**src/rtl/can_rx_crc_check.sv**
```systemverilog
// CAN receive CRC-15 checker: runs the LFSR over SOF..data, then
// compares the 15 received CRC bits and reports pass/fail.
module can_rx_crc_check #(
  parameter int              CRC_W = 15,
  parameter logic [CRC_W-1:0] POLY = 15'h4599,
  parameter logic [CRC_W-1:0] INIT = 15'h7FFF,
  parameter int              LEN_W = 7
) (
  input  logic             clk,
  input  logic             rst,
  input  logic             frame_start,
  input  logic [LEN_W-1:0] field_len,
  input  logic             bit_valid,
  input  logic             bit_in,
  input  logic             abort,
  output logic [CRC_W-1:0] crc_calc,
  output logic             busy,
  output logic             done,
  output logic             crc_ok,
  output logic             crc_err
);

  typedef enum logic [1:0] {
    IDLE,
    DATA,
    CRC
  } state_t;

  localparam logic [LEN_W-1:0] CRC_CNT = LEN_W'(CRC_W);

  state_t           state;
  logic [LEN_W-1:0] cnt;
  logic             mism;

  logic             nxt;
  logic [CRC_W-1:0] step;
  logic [3:0]       idx;
  logic             miss;

  assign nxt  = bit_in ^ crc_calc[CRC_W-1];
  assign step = {crc_calc[CRC_W-2:0], 1'b0} ^ (nxt ? POLY : '0);
  // counter runs 15..1 in CRC, so counter-1 selects MSB first
  assign idx  = cnt[3:0] - 4'd1;
  assign miss = bit_in ^ crc_calc[idx];
  assign busy = (state != IDLE);

  always_ff @(posedge clk) begin
    if (rst) begin
      state    <= IDLE;
      crc_calc <= INIT;
      cnt      <= '0;
      mism     <= 1'b0;
      done     <= 1'b0;
      crc_ok   <= 1'b0;
      crc_err  <= 1'b0;
    end else begin
      done <= 1'b0;
      if (abort) begin
        state   <= IDLE;
        crc_ok  <= 1'b0;
        crc_err <= 1'b0;
      end else if (frame_start) begin
        crc_calc <= INIT;
        mism     <= 1'b0;
        crc_ok   <= 1'b0;
        crc_err  <= 1'b0;
        if (field_len == '0) begin
          state <= CRC;
          cnt   <= CRC_CNT;
        end else begin
          state <= DATA;
          cnt   <= field_len;
        end
      end else if (bit_valid) begin
        case (state)
          DATA: begin
            crc_calc <= step;
            if (cnt == LEN_W'(1)) begin
              cnt   <= CRC_CNT;
              state <= CRC;
            end else begin
              cnt <= cnt - LEN_W'(1);
            end
          end
          CRC: begin
            mism <= mism | miss;
            if (cnt == LEN_W'(1)) begin
              done    <= 1'b1;
              crc_ok  <= ~(mism | miss);
              crc_err <= mism | miss;
              state   <= IDLE;
            end else begin
              cnt <= cnt - LEN_W'(1);
            end
          end
          default: ;
        endcase
      end
    end
  end

endmodule

```
**config.mk**
```make
export PLATFORM = sky130hd
export DESIGN_NAME = can_rx_crc_check
export DESIGN_NICKNAME = d
export VERILOG_FILES = /design/src/rtl/can_rx_crc_check.sv
export SDC_FILE = /design/constraint.sdc
export NUM_CORES = 1
export LEC_CHECK = 0
export CAP_MARGIN = 15
export CORE_MARGIN = 10
export CORE_UTILIZATION = 42
export DETAILED_ROUTE_END_ITERATION = 8
export DONT_BUFFER_PORTS = 1
export PLACE_DENSITY = 0.64
export SYNTH_ARGS = -nofsm -noshare
export SYNTH_HDL_FRONTEND = slang
export SYNTH_SLANG_ARGS = --single-unit
```
**constraint.sdc**
```tcl
create_clock -name clk -period 2.3 [get_ports clk]
set_clock_uncertainty 0.05 [all_clocks]
set_input_delay 0 -clock clk [delete_from_list [all_inputs] [get_ports clk]]
set_output_delay 0 -clock clk [all_outputs]
set_load 0.01 [all_outputs]
```
==> results.ini <==
[layout]
stdcell_count=249
fin_nets=217
multi_input_area_um2=999.7
regArea_um2=560.5
fillCellCount=351
diodes=0
area_delta_synth_final_pct=16.71
drive_gt1_share_pct=10.45

[floorplanning]
rows=22
core_area_mm2=0.003689
io_pins=32
die_h_um=82.07
die_w_um=82.07
die-area_mm2=0.006735
initial_core_util_pct=43.86

[timing]
max_slew.worst_pin.slew_ns=0.8410
hold_viol_final=0
slew-limit-headroom_pct=43.75
layout_min_cycle_time_ns=2.217
setup_viol=0
finalCritPeriodShare_pct=96.38
maxSlewViolCount=0
grt_setup_unrepaired=false
fmax_mhz=451.1
timing.hold.ws_ns=0.04324
tns_ns=0

[power_and_ir_drop]
p_per_area_mw_per_mm2=612.8
peakVddDrop_mv=0.3539
total_power_w=0.001157
p_leak_nw=0.6948

[synth]
yosysWarningCount=0
syn-num-nets=202
synth_edf_count=0
synthTopCellsByArea=dfxtp_1, mux4_1, nor2_1, nand2_1, nor4_1
synth_common_cells=dfxtp_1, nor2_1, nand2_1, nor4_1, a21oi_1
netlist.area_leader.share_pct=34.65
syn_inst=187
ys_dominant_reg_cell=dfxtp_1
yosys.area.top_type=dfxtp_1
synthArstFlopShare_pct=0
synth_seq_area_share_pct=34.65
netlist_area_mm2=0.001618
synth-seq-cells=28
avgSynthCellArea_um2=8.651
synth_cell_types=46
yosysMostFrequentCell=dfxtp_1

[setup_path]
critPathKind=reg -> reg
regToRegEndpoint=cnt[5]$_SDFFE_PP0P_
r2r_slack_ns=0.08
arrival_ns=2.30
worstPathRequired_ns=2.38
critPathLaunchType=flop
r2r_start=cnt[0]$_SDFFE_PP0P_
worstRegToRegCells=8
crit_path_max_fanout=9
cp-end-kind=flop

[placed_design]
post-place-cells=232
routabilityCongestion=0.8465
dp_hpwl_mm=3.131
io_buffers=0

[global_route]
track_usage_pct=13.81
grt_first_pass_wirelength_mm=7.493
grt_max_degree=26
grt_pass1_vias=1516
grt_overflow=0
antenna_found_initial=0

[clock_network]
cts.sinks=28
post_cts_buffers=0
cts_tree=built
htree_levels=1
clock_tree.root_cell=clkbuf_8
numCtsBuffers=3
clk-insertion-delay-late_ns=0.28
clock_path_buffers=2
clk_pin_slew_ns=0.10

[routing]
vias=1520
wl_met2_mm=2.231
drtPass1Iterations=4
routed_wirelength_mm=4.514
met3_length_um=315
highest_layer=met4
drc_errors=0
detail-route-antenna-nets=0
wl_met1_mm=1.871
avgViaCountPerCell=6.104
wl_per_cell_um=18.13
drt_iter0_markers=141

[min_path]
worst_hold_path.endpoint=state[1]$_SDFFE_PP0P_
whs_path_depth=3
min_path_type=in -> reg
min_from=field_len[2]

[outcome]
status=completed

[run]
max_cap_violations=0

layout make-up:
class	count	area share [%]
clock inverters	1	1.590
multi-input cells	145	52.95
flip-flops and latches	28	29.69
repair buffers	19	9.410
clock buffers	3	2.187
well taps	48	3.181
inverters	5	0.9940
stage by stage:
stage	setup slack (ns)	cell area, um^2	util (%)
global route	0.02404	1888	51.19
finish	0.08329	1888	51.19
floorplan	0.2229	1618	-
global placement	0.2652	1682	45.59
detailed placement	0.2184	1682	45.59
CTS	0.002083	1883	51.05
worst max path at each step:
stage | endpoint | startpoint
3_3_place_gp | crc_ok$_SDFFE_PP0P_ | cnt[1]$_SDFFE_PP0P_
5_1_grt | cnt[5]$_SDFFE_PP0P_ | cnt[2]$_SDFFE_PP0P_
6_report | cnt[5]$_SDFFE_PP0P_ | cnt[0]$_SDFFE_PP0P_
4_1_cts | crc_calc[7]$_SDFFE_PP1P_ | frame_start
3_5_place_dp | crc_ok$_SDFFE_PP0P_ | cnt[1]$_SDFFE_PP0P_
2_1_floorplan | crc_ok$_SDFFE_PP0P_ | cnt[0]$_SDFFE_PP0P_
state kept, by name, summed over array words and instances, names as in the netlist:
| register | flops |
|---|---|
| crc_ok | 1 |
| cnt | 7 |
| state | 2 |
| done | 1 |
| mism | 1 |
| crc_err | 1 |
| crc_calc | 15 |
cells by family (layout without fill, tap and decap cells):
| logic type | count (synthesis) | after routing | synth area share (%) |
|---|---|---|---|
| xor+xnor | 8 | 8 | 4.331 |
| flops | 28 | 28 | 34.65 |
| simple gates | 77 | 77 | 25.29 |
| compound gates | 52 | 52 | 23.75 |
| fa+ha+maj | 2 | 2 | 1.547 |
| buf+inv | 14 | 28 | 3.712 |
| mux | 6 | 6 | 6.729 |
metal layers:
| layer | GRT usage [%] | vias up |
|---|---|---|
| met1 | 16.26 | 726 |
| met5 | 0 | - |
| met3 | 3.821 | 13 |
| met2 | 23.59 | 58 |
| met4 | 4.592 | 0 |
| li1 | - | 723 |
cell usage in the layout, fill, tap and decap left out, types with 5 or more instances in the layout:
cell           Yosys  layout
nor2_1            18      18
inv_1              5       5
nand2b_1           8       8
xor2_1             7       7
o21bai_1           8       8
dlygate4sd3_1      0      12
a21oi_1            9       9
o21ai_0            8       8
o22ai_1            6       6
nand2_1           17      17
dfxtp_1           28      28
nand3_1            5       5
nor4_1            10      10
buf_4              0       6
critical path: stages (launching register included):
cell and delay (ns):
dfxtp_1 0.35, buf_4 0.17, ha_1 0.16, nor2b_2 0.19
nand3_1 0.15, a32o_1 0.28, dlygate4sd3_1 0.58, nand2_1 0.08
a21oi_1 0.06
report_power, final:
group,switching [W],total [W],internal [W]
registers,0.0000201,0.000520,0.000500
clock network,0.000160,0.000393,0.000233
logic,0.000131,0.000244,0.000112
timing repair:
item,4_1_cts,5_1_grt
resized for setup,0,2
hold buffers,13,0
endpoints found under the hold margin,28,0
endpoints found under the setup margin,0,21
Power figures use the tool's default switching activity.
